**src/rtl/pipe_pkg.sv**
```systemverilog
// Shared types and constants for the pipe_pal burst feeder.
package pipe_pkg;

    localparam int unsigned W_DATA        = 32;
    localparam int unsigned W_ADDR        = 16;
    localparam int unsigned W_LEN         = 8;
    localparam int unsigned DEF_ADDR_STEP = 4;

    typedef enum logic [0:0] {
        IDLE  = 1'b0,
        BURST = 1'b1
    } state_t;

    typedef struct packed {
        logic [W_ADDR-1:0] addr;
        logic [W_DATA-1:0] data;
        logic              last;
    } beat_t;

    localparam int unsigned W_BEAT = $bits(beat_t);

endpackage

```
**src/rtl/pipe_burst_splitter_if.sv**
```systemverilog
// Command, input-stream and output-beat handshake bundle for pipe_burst_splitter.
interface pipe_burst_splitter_if;
    import pipe_pkg::*;

    logic              cmd_valid;
    logic              cmd_ready;
    logic [W_ADDR-1:0] cmd_addr;
    logic [W_LEN-1:0]  cmd_len;

    logic              s_valid;
    logic              s_ready;
    logic [W_DATA-1:0] s_data;

    logic              m_valid;
    logic              m_ready;
    logic [W_ADDR-1:0] m_addr;
    logic [W_DATA-1:0] m_data;
    logic              m_last;

    modport slave (
        input  cmd_valid, cmd_addr, cmd_len, s_valid, s_data, m_ready,
        output cmd_ready, s_ready, m_valid, m_addr, m_data, m_last
    );

    modport master (
        output cmd_valid, cmd_addr, cmd_len, s_valid, s_data, m_ready,
        input  cmd_ready, s_ready, m_valid, m_addr, m_data, m_last
    );

endinterface

```
**src/rtl/pipe_skid_buf.sv**
```systemverilog
// Two-entry valid/ready register slice (main + skid) with registered in_ready.
module pipe_skid_buf #(
    parameter int unsigned W = 8
) (
    input  logic         i_clk,
    input  logic         resetn,
    input  logic         in_valid,
    output logic         in_ready,
    input  logic [W-1:0] in_data,
    output logic         out_valid,
    input  logic         out_ready,
    output logic [W-1:0] out_data
);

    logic         main_v_q, main_v_d;
    logic         skid_v_q, skid_v_d;
    logic [W-1:0] main_q,   main_d;
    logic [W-1:0] skid_q,   skid_d;
    logic         rdy_q,    rdy_d;
    logic         push,     pop;

    assign in_ready  = rdy_q;
    assign out_valid = main_v_q;
    assign out_data  = main_q;

    // Main always holds the oldest beat; skid only fills when main is stalled.
    always_comb begin
        main_v_d = main_v_q;
        skid_v_d = skid_v_q;
        main_d   = main_q;
        skid_d   = skid_q;
        push     = in_valid && rdy_q;
        pop      = main_v_q && out_ready;

        if (!main_v_q || pop) begin
            if (skid_v_q) begin
                main_d   = skid_q;
                main_v_d = 1'b1;
                skid_v_d = push;
                if (push) begin
                    skid_d = in_data;
                end
            end else begin
                main_v_d = push;
                if (push) begin
                    main_d = in_data;
                end
            end
        end else if (push) begin
            skid_v_d = 1'b1;
            skid_d   = in_data;
        end

        rdy_d = !(main_v_d && skid_v_d);
    end

    always_ff @(posedge i_clk or negedge resetn) begin
        if (!resetn) begin
            main_v_q <= 1'b0;
            skid_v_q <= 1'b0;
            main_q   <= '0;
            skid_q   <= '0;
            rdy_q    <= 1'b0;
        end else begin
            main_v_q <= main_v_d;
            skid_v_q <= skid_v_d;
            main_q   <= main_d;
            skid_q   <= skid_d;
            rdy_q    <= rdy_d;
        end
    end

endmodule

```
**src/rtl/pipe_burst_splitter.sv**
```systemverilog
// Splits a burst command plus a data stream into address-tagged output beats.
module pipe_burst_splitter
    import pipe_pkg::*;
#(
    parameter int unsigned ADDR_STEP = DEF_ADDR_STEP
) (
    input  logic                  i_clk,
    input  logic                  resetn,
    pipe_burst_splitter_if.slave  bus,
    output logic                  o_busy
);

    state_t            state_q,     state_d;
    logic [W_ADDR-1:0] cur_addr_q,  cur_addr_d;
    logic [W_LEN-1:0]  rem_q,       rem_d;
    logic              cmd_ready_q, cmd_ready_d;

    logic  s_ready_w;
    logic  cmd_hs;
    logic  s_hs;
    logic  buf_in_ready;
    logic  buf_out_valid;
    beat_t push_beat;
    beat_t out_beat;

    assign s_ready_w     = (state_q == BURST) && buf_in_ready;
    assign cmd_hs        = bus.cmd_valid && cmd_ready_q;
    assign s_hs          = bus.s_valid && s_ready_w;

    assign bus.cmd_ready = cmd_ready_q;
    assign bus.s_ready   = s_ready_w;
    assign bus.m_valid   = buf_out_valid;
    assign bus.m_addr    = out_beat.addr;
    assign bus.m_data    = out_beat.data;
    assign bus.m_last    = out_beat.last;
    assign o_busy        = (state_q == BURST) || buf_out_valid;

    // Burst sequencing: address and remaining-beat count advance per accepted word.
    always_comb begin
        state_d    = state_q;
        cur_addr_d = cur_addr_q;
        rem_d      = rem_q;
        push_beat  = '{addr: cur_addr_q, data: bus.s_data, last: (rem_q == '0)};

        case (state_q)
            IDLE: begin
                if (cmd_hs) begin
                    cur_addr_d = bus.cmd_addr;
                    rem_d      = bus.cmd_len;
                    state_d    = BURST;
                end
            end
            BURST: begin
                if (s_hs) begin
                    cur_addr_d = cur_addr_q + W_ADDR'(ADDR_STEP);
                    rem_d      = rem_q - W_LEN'(1);
                    if (rem_q == '0) begin
                        state_d = IDLE;
                    end
                end
            end
            default: state_d = IDLE;
        endcase

        cmd_ready_d = (state_d == IDLE);
    end

    always_ff @(posedge i_clk or negedge resetn) begin
        if (!resetn) begin
            state_q     <= IDLE;
            cur_addr_q  <= '0;
            rem_q       <= '0;
            cmd_ready_q <= 1'b0;
        end else begin
            state_q     <= state_d;
            cur_addr_q  <= cur_addr_d;
            rem_q       <= rem_d;
            cmd_ready_q <= cmd_ready_d;
        end
    end

    pipe_skid_buf #(
        .W (W_BEAT)
    ) u_skid (
        .i_clk     (i_clk),
        .resetn    (resetn),
        .in_valid  (s_hs),
        .in_ready  (buf_in_ready),
        .in_data   (push_beat),
        .out_valid (buf_out_valid),
        .out_ready (bus.m_ready),
        .out_data  (out_beat)
    );

endmodule
```
**src/flat_wrapper.sv**
```systemverilog
// flat-port wrapper written by rule: the top's interface ports become plain ports
module pipe_burst_splitter_flat import pipe_pkg::*;
#(
    parameter int unsigned ADDR_STEP = DEF_ADDR_STEP
)
  (i_clk, resetn, o_busy, bus_cmd_valid, bus_cmd_addr, bus_cmd_len, bus_s_valid, bus_s_data, bus_m_ready, bus_cmd_ready, bus_s_ready, bus_m_valid, bus_m_addr, bus_m_data, bus_m_last);
  pipe_burst_splitter_if bus_i ();
  input  logic i_clk;
  input  logic resetn;
  output logic o_busy;
  input wire logic [$bits(bus_i.cmd_valid)-1:0] bus_cmd_valid;
  input wire logic [$bits(bus_i.cmd_addr)-1:0] bus_cmd_addr;
  input wire logic [$bits(bus_i.cmd_len)-1:0] bus_cmd_len;
  input wire logic [$bits(bus_i.s_valid)-1:0] bus_s_valid;
  input wire logic [$bits(bus_i.s_data)-1:0] bus_s_data;
  input wire logic [$bits(bus_i.m_ready)-1:0] bus_m_ready;
  output wire logic [$bits(bus_i.cmd_ready)-1:0] bus_cmd_ready;
  output wire logic [$bits(bus_i.s_ready)-1:0] bus_s_ready;
  output wire logic [$bits(bus_i.m_valid)-1:0] bus_m_valid;
  output wire logic [$bits(bus_i.m_addr)-1:0] bus_m_addr;
  output wire logic [$bits(bus_i.m_data)-1:0] bus_m_data;
  output wire logic [$bits(bus_i.m_last)-1:0] bus_m_last;
  assign bus_i.cmd_valid = bus_cmd_valid;
  assign bus_i.cmd_addr = bus_cmd_addr;
  assign bus_i.cmd_len = bus_cmd_len;
  assign bus_i.s_valid = bus_s_valid;
  assign bus_i.s_data = bus_s_data;
  assign bus_i.m_ready = bus_m_ready;
  assign bus_cmd_ready = bus_i.cmd_ready;
  assign bus_s_ready = bus_i.s_ready;
  assign bus_m_valid = bus_i.m_valid;
  assign bus_m_addr = bus_i.m_addr;
  assign bus_m_data = bus_i.m_data;
  assign bus_m_last = bus_i.m_last;
  pipe_burst_splitter #(.ADDR_STEP(ADDR_STEP)) u_core (.i_clk(i_clk), .resetn(resetn), .bus(bus_i), .o_busy(o_busy));
endmodule
```
**config.mk**
```make
export PLATFORM = sky130hd
export DESIGN_NAME = pipe_burst_splitter_flat
export DESIGN_NICKNAME = d
export VERILOG_FILES = /design/src/rtl/pipe_pkg.sv /design/src/rtl/pipe_burst_splitter_if.sv /design/src/rtl/pipe_skid_buf.sv /design/src/rtl/pipe_burst_splitter.sv /design/src/flat_wrapper.sv
export SDC_FILE = /design/constraint.sdc
export NUM_CORES = 1
export LEC_CHECK = 0
export BUFFER_PORTS_ARGS = -buffer_cell sky130_fd_sc_hd__buf_2
export CORE_MARGIN = 8
export CORE_UTILIZATION = 30
export CTS_BUF_LIST = sky130_fd_sc_hd__clkbuf_8
export DETAILED_ROUTE_END_ITERATION = 6
export MAX_ROUTING_LAYER = met4
export PLACE_DENSITY = 0.55
export SYNTH_ARGS = -nofsm -noshare
export SYNTH_HDL_FRONTEND = slang
export SYNTH_SLANG_ARGS = --single-unit
export TNS_END_PERCENT = 1
```
**constraint.sdc**
```tcl
create_clock -name i_clk -period 1.9 [get_ports i_clk]
set_input_delay 0.285 -clock i_clk [delete_from_list [all_inputs] [get_ports i_clk]]
set_output_delay 0.285 -clock i_clk [all_outputs]
set_load 0.01 [all_outputs]
```
==> impl_results.md <==
* Status: finished clean
* Count leader, synth: dfrtp_1
* Clk_skew at roughly 0.017 ns
* Setup TNS at 0 ns
* Final net count at between 600 and 700
* Power per cell area at 1660 mW/mm^2
* Fin cells at 898
* Worst reg2reg path startpoint: u_core.u_skid.in_ready$_DFF_PN0_
* Area Growth Syn to Fin at 22.4%
* Post-synth EDFFs at 0
* Post-CTS setup buffer count at 0
* Crit path DAT at approximately 1.5 ns
* Largest net degree at the start of global routing at 51
* Post-synthesis async set-or-reset flop share at 1.00
* Standard-cell rows at 51
* Multi-input logic area at 0.00254 mm^2
* Syn_area_per_cell at 11.9 um^2
* Register clock-pin slew on the reported worst setup and hold paths at 0.08 ns
* Placed instance count at about 870
* P_leak at 3.50 nW
* Sink Count at 127
* Setup WS post-layout at ~0.1 ns
* Routability cong. at 0.850
* Measured slew at the worst slew-check pin at 0.497 ns
* Worst setup path class: register to output pin
* IO Port Bufs at between 100 and 150
* Mapped Area at 0.00596 mm^2
* Die Y at 157 um
* Area contributors post-synth: dfrtp_1, mux2_4, mux2i_1
* Final core utilization at 0.375
* Reg-to-reg endpoint: u_core.u_skid.out_data[18]$_DFFE_PN0P_
* Vias at 4227
* DRT antenna net count at 0
* Clock Latency Late Sink at around 0.44 ns
* Number of global-route vias before repair at 4496
* GRT overflow at 0
* Worst vdd ir at ~0.54 mV
* CP max FO at 19
* Starting density of the core at 0.306
* Antenna violations before repair at 0
* Path depth of the worst reg2reg path at 6
* CTS tree: yes
* Final setup violation count at 0
* Slew HR at 0.669
* Place WS at 0.237 ns
* TritonCTS buffer count at 17
* Synthesized net count at 566
* Worst min-delay path startpoint: bus_cmd_addr[0]
* Max-slew violations at 0
* DR pass1 iterations at 5
* Cells after synthesis at about 500
* Minimum clock period at 1.80 ns
* Synth area leader: dfrtp_1
* Register area share after synthesis at 0.533
* Die ar. at 0.0246 mm^2
* Core area at 0.0195 mm^2
* Root Buffer: clkbuf_8
* Unrepaired setup endpoints after global routing: no
* Fin crit share at 0.946
* H-tree depth at 4
* Post-synth top area share at 0.533
* Total track usage at 0.127
* Crit. End Element: output pin
* Register bit total from synthesis at ~130
* Worst Path Required at 1.62 ns
* Ports at 114
* Max Freq at 556 MHz
* First-pass GRT wire length at 23.8 mm
* Vias per cell at 4.71
* Final WL at 14.5 mm
* Startpoint types: register
* Detail Placement HPWL at roughly 10 mm
* Worst Hold Class: primary input to register
* Maximum clock path buffer count at 2
* Syn. warnings at 0
* Register area at 0.00318 mm^2
* Routed length per placed instance at ~16 um
* Fillers at 1920
* Post-synth cell types at 45
* Layout cells sized above 1 at 0.343
* Top post-synthesis cells by count: dfrtp_1, nand2_1, mux2i_1
* Residual DRC at 0
* Maxcap violations at 0
* Starting DRT DRC Count at 229
* Ant diodes at 0
* R2R setup slack at ~0.23 ns
* Main synth FF type: dfrtp_1
* Die Width at about 160 um
* CP Capture Point: o_busy
* Endpoints failing hold at 0
* Critical path origin: u_core.state_q$_DFF_PN0_
[layout make-up]
class / count / share of cell area
Sequential cell: 127 / 0.436
Multi-Input combinational cell: 335 / 0.348
Timing Repair Buffer: 132 / 0.109
Clock buffer: 25 / 0.0471
Tap cell: 265 / 0.0454
Clock inverter: 6 / 0.0110
Inverter: 8 / 0.00411
[worst min path at each step]
stage	to	slack (ns)	cells past startpoint
5_1_grt	u_core.cur_addr_q[0]$_DFFE_PN0P_	0.03	3
3_3_place_gp	u_core.u_skid.skid_q[47]$_DFFE_PN0P_	0.27	1
2_1_floorplan	u_core.bus.cmd_ready$_DFF_PN0_	-0.01	0
6_report	u_core.cur_addr_q[0]$_DFFE_PN0P_	0.06	3
4_1_cts	u_core.cur_addr_q[0]$_DFFE_PN0P_	0.02	3
3_5_place_dp	u_core.rem_q[6]$_DFFE_PN0P_	0.28	1
[flip-flops by register name (all words and copies together) (netlist names)]
name / flops
u_core.state_q: 1
u_core.u_skid.in_ready: 1
u_core.u_skid.out_valid: 1
u_core.u_skid.out_data: 49
u_core.u_skid.skid_q: 49
u_core.cur_addr_q: 16
u_core.u_skid.skid_v_q: 1
u_core.rem_q: 8
u_core.bus.cmd_ready: 1
[through the flow]
step / cell area, um^2 / hold slack [ns] / power (mW)
final: 7300 / 0.0618 / 12.2
after global routing: 7300 / 0.0321 / 13.1
after CTS: 7300 / 0.0237 / 12.4
after detailed placement: 6860 / 0.278 / 9.79
after global placement: 6860 / 0.272 / 9.62
after floorplan: 5960 / -0.0106 / 8.24
[per-layer routing]
| layer | up-vias | global-route usage | wire (um) |
|---|---|---|---|
| met5 | - | - | 0 |
| met1 | 2087 | 0.161 | 6860 |
| met4 | 0 | 0.0458 | 183 |
| li1 | 2022 | - | - |
| met2 | 105 | 0.193 | 6770 |
| met3 | 13 | 0.0321 | 714 |
[timing repair]
item	4_1_cts	5_1_grt
hold endpoints to repair	46	0
hold buffers	1	0
gates resized for setup	0	1
endpoints found under the setup margin	0	1
[worst max-delay path, cell delays in order (launching register included)]
cell     delay, ns
dfrtp_1       0.43
buf_6         0.19
or2_2         0.30
buf_2         0.14
[cells in the final DEF, fill, tap and decap left out, types with 3 or more instances in the layout]
cell type and n:
dfrtp_1 126, a22oi_1 6, buf_12 6, nor3_1 8
buf_2 112, nor2_1 8, nand3_1 9, a21oi_1 14
nand4_1 3, nand2_1 73, mux2_4 46, inv_1 9
o21ai_1 5, o21ai_0 57, ha_1 3, mux2i_1 62
clkbuf_8 25, buf_4 11, o22ai_1 9
[kinds of logic (layout without fill, tap and decap cells)]
logic type | count (synthesis) | count (layout) | share of synthesized area
flops | 127 | 127 | 0.533
buf+inv | 40 | 171 | 0.0415
simple gates | 122 | 122 | 0.0992
mux | 110 | 110 | 0.224
fa+ha+maj | 3 | 3 | 0.00629
compound gates | 100 | 100 | 0.0965
[where the power goes]
| part | internal (mW) | switching (mW) | leakage (nW) |
|---|---|---|---|
| combinational | 2.40 | 2.38 | 1.74 |
| clock | 1.43 | 1.05 | 0.223 |
| sequential | 3.95 | 0.951 | 1.54 |
| total | 7.78 | 4.38 | 3.50 |
No activity file was read; power rests on OpenSTA's default activity.
